==> src/rtl/sap_pkg.sv <==
// Shared constants for the 8-bit microcomputer: control-word bit indices,
// opcodes and a bus-contention helper used by the datapath.
package sap_pkg;

    localparam int CTRL_W = 15;

    localparam int HLT_B = 14;
    localparam int MI_B  = 13;
    localparam int RI_B  = 12;
    localparam int RO_B  = 11;
    localparam int IO_B  = 10;
    localparam int II_B  = 9;
    localparam int AI_B  = 8;
    localparam int AO_B  = 7;
    localparam int SO_B  = 6;
    localparam int SU_B  = 5;
    localparam int BI_B  = 4;
    localparam int OI_B  = 3;
    localparam int CE_B  = 2;
    localparam int CO_B  = 1;
    localparam int J_B   = 0;

    localparam logic [3:0] OP_LDA = 4'd1;
    localparam logic [3:0] OP_ADD = 4'd2;
    localparam logic [3:0] OP_SUB = 4'd3;
    localparam logic [3:0] OP_JMP = 4'd4;
    localparam logic [3:0] OP_OUT = 4'd14;
    localparam logic [3:0] OP_HLT = 4'd15;

    typedef logic [CTRL_W-1:0] ctrl_t;

    // True when more than one bit is set: clearing the lowest set bit leaves a residue.
    function automatic logic multi_drv(input logic [4:0] drv);
        return (drv & (drv - 5'd1)) != 5'd0;
    endfunction

endpackage

==> src/rtl/sap_alu.sv <==
// Combinational adder/subtractor; subtraction is A + ~B + 1 so carry
// doubles as a no-borrow flag.
module sap_alu #(
    parameter int DATA_W = 8
) (
    input  logic [DATA_W-1:0] a_i,
    input  logic [DATA_W-1:0] b_i,
    input  logic              su_i,
    output logic [DATA_W-1:0] res_o,
    output logic              carry_o
);

    logic [DATA_W-1:0] b_op;
    logic [DATA_W:0]   sum;

    assign b_op = su_i ? ~b_i : b_i;
    assign sum  = {1'b0, a_i} + {1'b0, b_op} + {{DATA_W{1'b0}}, su_i};

    assign res_o   = sum[DATA_W-1:0];
    assign carry_o = sum[DATA_W];

endmodule

==> src/rtl/sap_datapath.sv <==
// Shared-bus execution datapath: PC, MAR, RAM, IR, A/B, ALU and output
// register, one control word executed per rising edge.
module sap_datapath
    import sap_pkg::*;
#(
    parameter int DATA_W = 8,
    parameter int ADDR_W = 4
) (
    input  logic              clk,
    input  logic              reset,
    input  logic              enable,
    input  logic [CTRL_W-1:0] ctrl_wrd,
    input  logic              prog_we,
    input  logic [ADDR_W-1:0] prog_addr,
    input  logic [DATA_W-1:0] prog_data,
    output logic [3:0]        instruction,
    output logic [DATA_W-1:0] out_data,
    output logic              out_valid,
    output logic              carry,
    output logic              halted,
    output logic              bus_err
);

    localparam int DEPTH = 1 << ADDR_W;

    logic hlt, mi, ri, ro, io, ii, ai, ao, so, su, bi, oi, ce, co, j;

    assign hlt = ctrl_wrd[HLT_B];
    assign mi  = ctrl_wrd[MI_B];
    assign ri  = ctrl_wrd[RI_B];
    assign ro  = ctrl_wrd[RO_B];
    assign io  = ctrl_wrd[IO_B];
    assign ii  = ctrl_wrd[II_B];
    assign ai  = ctrl_wrd[AI_B];
    assign ao  = ctrl_wrd[AO_B];
    assign so  = ctrl_wrd[SO_B];
    assign su  = ctrl_wrd[SU_B];
    assign bi  = ctrl_wrd[BI_B];
    assign oi  = ctrl_wrd[OI_B];
    assign ce  = ctrl_wrd[CE_B];
    assign co  = ctrl_wrd[CO_B];
    assign j   = ctrl_wrd[J_B];

    logic [ADDR_W-1:0] pc_q, pc_d, mar_q, mar_d;
    logic [DATA_W-1:0] ir_q, ir_d, a_q, a_d, b_q, b_d, out_q, out_d;
    logic              carry_q, carry_d, halted_q, halted_d;
    logic              bus_err_q, bus_err_d, out_valid_q, out_valid_d;
    logic [DATA_W-1:0] ram_q [DEPTH];

    logic [DATA_W-1:0] bus, alu_res;
    logic              alu_c, ld;

    sap_alu #(.DATA_W(DATA_W)) u_alu (
        .a_i    (a_q),
        .b_i    (b_q),
        .su_i   (su),
        .res_o  (alu_res),
        .carry_o(alu_c)
    );

    // Wired-OR bus: contention is flagged, never resolved.
    always_comb begin
        bus = '0;
        if (co) bus = bus | {{(DATA_W-ADDR_W){1'b0}}, pc_q};
        if (ro) bus = bus | ram_q[mar_q];
        if (io) bus = bus | {{(DATA_W-4){1'b0}}, ir_q[3:0]};
        if (ao) bus = bus | a_q;
        if (so) bus = bus | alu_res;
    end

    assign ld = enable & ~halted_q;

    always_comb begin
        pc_d        = pc_q;
        mar_d       = mar_q;
        ir_d        = ir_q;
        a_d         = a_q;
        b_d         = b_q;
        out_d       = out_q;
        carry_d     = carry_q;
        halted_d    = halted_q;
        bus_err_d   = bus_err_q;
        out_valid_d = out_valid_q;
        if (enable) begin
            bus_err_d   = bus_err_q | multi_drv({co, ro, io, ao, so});
            out_valid_d = ld & oi;
            if (hlt) halted_d = 1'b1;
        end
        if (ld) begin
            if (mi) mar_d = bus[ADDR_W-1:0];
            if (ii) ir_d = bus;
            if (ai) a_d = bus;
            if (ai && so) carry_d = alu_c;
            if (bi) b_d = bus;
            if (oi) out_d = bus;
            if (j) pc_d = bus[ADDR_W-1:0];
            else if (ce) pc_d = pc_q + 1'b1;
        end
    end

    always_ff @(posedge clk) begin
        if (reset) begin
            pc_q        <= '0;
            mar_q       <= '0;
            ir_q        <= '0;
            a_q         <= '0;
            b_q         <= '0;
            out_q       <= '0;
            carry_q     <= 1'b0;
            halted_q    <= 1'b0;
            bus_err_q   <= 1'b0;
            out_valid_q <= 1'b0;
        end else begin
            pc_q        <= pc_d;
            mar_q       <= mar_d;
            ir_q        <= ir_d;
            a_q         <= a_d;
            b_q         <= b_d;
            out_q       <= out_d;
            carry_q     <= carry_d;
            halted_q    <= halted_d;
            bus_err_q   <= bus_err_d;
            out_valid_q <= out_valid_d;
        end
    end

    // RAM survives reset; the later program-load write wins an address collision.
    always_ff @(posedge clk) begin
        if (!reset) begin
            if (ld && ri) ram_q[mar_q] <= bus;
            if (prog_we) ram_q[prog_addr] <= prog_data;
        end
    end

    assign instruction = ir_q[7:4];
    assign out_data    = out_q;
    assign out_valid   = out_valid_q;
    assign carry       = carry_q;
    assign halted      = halted_q;
    assign bus_err     = bus_err_q;

endmodule

==> config.mk <==
export PLATFORM = sky130hd
export DESIGN_NAME = sap_datapath
export DESIGN_NICKNAME = d
export VERILOG_FILES = /design/src/rtl/sap_pkg.sv /design/src/rtl/sap_alu.sv /design/src/rtl/sap_datapath.sv
export SDC_FILE = /design/constraint.sdc
export NUM_CORES = 1
export LEC_CHECK = 0
export BUFFER_PORTS_ARGS = -buffer_cell sky130_fd_sc_hd__buf_2
export CAP_MARGIN = 10
export CORE_UTILIZATION = 50
export CTS_BUF_LIST = sky130_fd_sc_hd__clkbuf_4
export DETAILED_ROUTE_END_ITERATION = 10
export GPL_ROUTABILITY_DRIVEN = 1
export PLACE_DENSITY = 0.67
export SYNTH_ARGS = -nofsm -noshare
export SYNTH_HDL_FRONTEND = slang
export SYNTH_SLANG_ARGS = --single-unit
==> constraint.sdc <==
create_clock -name clk -period 7.3 [get_ports clk]
set_input_delay 2.19 -clock clk [delete_from_list [all_inputs] [get_ports clk]]
set_output_delay 2.19 -clock clk [all_outputs]
set_load 0.1 [all_outputs]
==> flow_summary_export.csv <==
group,metric,value,unit
clock_tree,clkLatencyLatePin,0.60,ns
final_layout,stdcell_area,0.00962,sq mm
timing,finClkSkew,0.0301,ns
critical_path,cp_data_arrival_time,4.80,ns
timing,min_period,4.51,ns
final_layout,final_nets,922,
outcome,status,"finished, final reports clean",
global_route,grt_pass1_wl,37500,um
final_layout,drive_above_1_share,14.4,%
global_route,grt_pass1_vias,6371,
critical_path,cp-end-kind,"flip-flop",
clock_tree,clk_pin_slew,0.13,ns
synth,async_flop_share,0,%
clock_tree,cts_buffers,17,
synth,ys_seq_elements,176,
synth,syn_nets,925,
timing,hold_viol,0,
power,vdd_drop_max,0.0975,mV
timing,hold_slack,0.455,ns
power,power.density,232,mW/mm^2
drt,wire_per_inst,22.3,um
clock_tree,cts_num_sinks,176,
power,leakage,3.40,nW
timing,finalSetupTns,0,ns
synth,syn_area,0.00920,sq mm
final_layout,fin_cells,1126,
final_layout,mostFrequentLayoutCells,"178 x nor2_1, 128 x edfxtp_1, 119 x a21oi_1, 48 x buf_2, 47 x dfxtp_1",
place,gp_congestion,0.932,
synth,synth_edf_count,128,
synth,ys_types,63,
drt,routed_wirelength,25100,um
global_route,met1_usage,36.9,%
timing,timing.final.crit_share,61.8,%
critical_path,cp.required,7.59,ns
job,drv_cap,0,
drt,drtIter0Drc,873,
global_route,grt_max_degree,37,
timing,clock.fmax,0.222,GHz
timing,finalMaxSlewViolations,0,
synth,synthCells,885,
global_route,grt_overflow,0,
drt,ant_nets,0,
floorplan,die_y,138,um
synth,synth_ff_type,"edfxtp_1",
clock_tree,htree_levels,4,
global_route,grtUsageMet3,5.33,%
drt,drc,0,
floorplan,core_area,0.0180,sq mm
critical_path,critPathLaunch,"ctrl_wrd[5]",
final_layout,layout_commonest_cell,"nor2_1",
floorplan,die_w,138,um
synth,yosys_warnings,0,
place,numPortBuffers,46,
synth,seq_area_frac_synth,52.2,%
place,dp.cells,1091,
worst_hold_path,min_from,"bus_err",
global_route,grt_busiest_layer,"met2",
drt,detail_route.first_pass.iterations,8,
floorplan,dieArea,0.0189,sq mm
floorplan,io_pins,47,
place,placed_cell_area,0.00937,sq mm
clock_tree,cts_resized,0,
critical_path,r2r_slack,3.35,ns
clock_tree,cts_tree,"built",
worst_hold_path,hp-class,"reg2reg",
timing,setup_violations,0,
global_route,grt.total_usage,27.6,%
timing,worst_slew_pin_slew,1.12,ns
floorplan,rows,49,
place,dp_hpwl,16700,um
timing,slew_headroom,25.1,%
drt,via_per_inst,6.17,
synth,synth.avg_cell_area,10.4,sq um
drt,vias,6953,
clock_tree,cts_max_path_buffers,2,
clock_tree,cts-hold-fix-buffers,0,
floorplan,start_util,51.0,%
critical_path,critPathKind,"in2reg",
global_route,antenna_found_initial,1,
critical_path,start_kind,"primary input",
clock_tree,cts-root-buf,"clkbuf_4",
global_route,met2_usage,43.0,%
critical_path,worst-path-max-fanout,20,
final_layout,syn_to_final_growth,4.54,%
timing,rsz0062_at_grt,"no",
clock_tree,cts_setup_buffers,0,
metal layers:
metal	wire (um)	vias to the layer above
li1	-	3231
met1	10700	3365
met2	11900	302
met3	1600	55
met4	954	0
met5	0	-
final timing paths:
check                           cells after the start           to
worst min-delay path                                2      bus_err
worst max register to register                      6  ram_q[6][5]
worst max-delay path                                8  ram_q[6][5]
worst min register to register                      2      bus_err
registers in the layout, indices dropped and copies added, names as in the netlist, named ones only:
name and cells:
b_q 8, carry 1, mar_q 4, pc_q 4, ir_q 8, a_q 8, ram_q 128, out_data 8
out_valid 1, bus_err 1, halted 1
cell usage after synthesis, types with 15 or more instances:
| cell type | instances | area (sq um) |
|---|---|---|
| a211oi_1 | 30 | 225 |
| a21oi_1 | 119 | 596 |
| a31oi_1 | 20 | 125 |
| buf_2 | 15 | 75.1 |
| clkbuf_1 | 47 | 176 |
| dfxtp_1 | 48 | 961 |
| edfxtp_1 | 128 | 3840 |
| mux2i_1 | 44 | 440 |
| nand2_1 | 31 | 116 |
| nand3_1 | 16 | 80.1 |
| nor2_1 | 178 | 668 |
| o21ai_0 | 28 | 140 |
kinds of logic after synthesis:
kind of cell	synth area share, %
AND/OR/NAND/NOR	13.2
XOR/XNOR	0.857
buffers and inverters	6.64
AO/OA/AOI/OAI	17.1
adder cells (fa/ha/maj)	1.41
flip-flops	52.2
multiplexers	8.54
metrics by stage:
| step | total power (W) | worst slack (ns) | util [%] |
|---|---|---|---|
| after detailed placement | 0.00172 | 2.25 | 52.0 |
| after global routing | 0.00232 | 2.71 | 53.4 |
| after CTS | 0.00223 | 2.87 | 53.3 |
| final | 0.00223 | 2.79 | 53.4 |
| after global placement | 0.00171 | 2.28 | 51.9 |
| after floorplan | 0.00160 | 2.91 | - |
final cells by class:
| type | count | area [sq um] |
|---|---|---|
| diodes | 2 | 5.00 |
| well taps | 229 | 287 |
| inverters | 10 | 37.5 |
| repair buffers | 73 | 428 |
| flip-flops and latches | 176 | 4810 |
| clock buffers | 23 | 173 |
| fillers | 1653 | 8410 |
| clock inverters | 9 | 68.8 |
| multi-input cells | 604 | 3810 |
power breakdown:
group          switching (W)  internal [W]
registers          0.0000256       0.00115
logic               0.000353      0.000178
clock network       0.000333      0.000188
worst max-delay path: stages:
cell,delay (ns)
buf_2,0.17
xor2_1,0.16
ha_1,0.36
or3_1,0.37
a21o_1,0.21
a21o_1,0.19
a311oi_4,0.97
a21oi_1,0.17
Power figures use the tool's default switching activity.
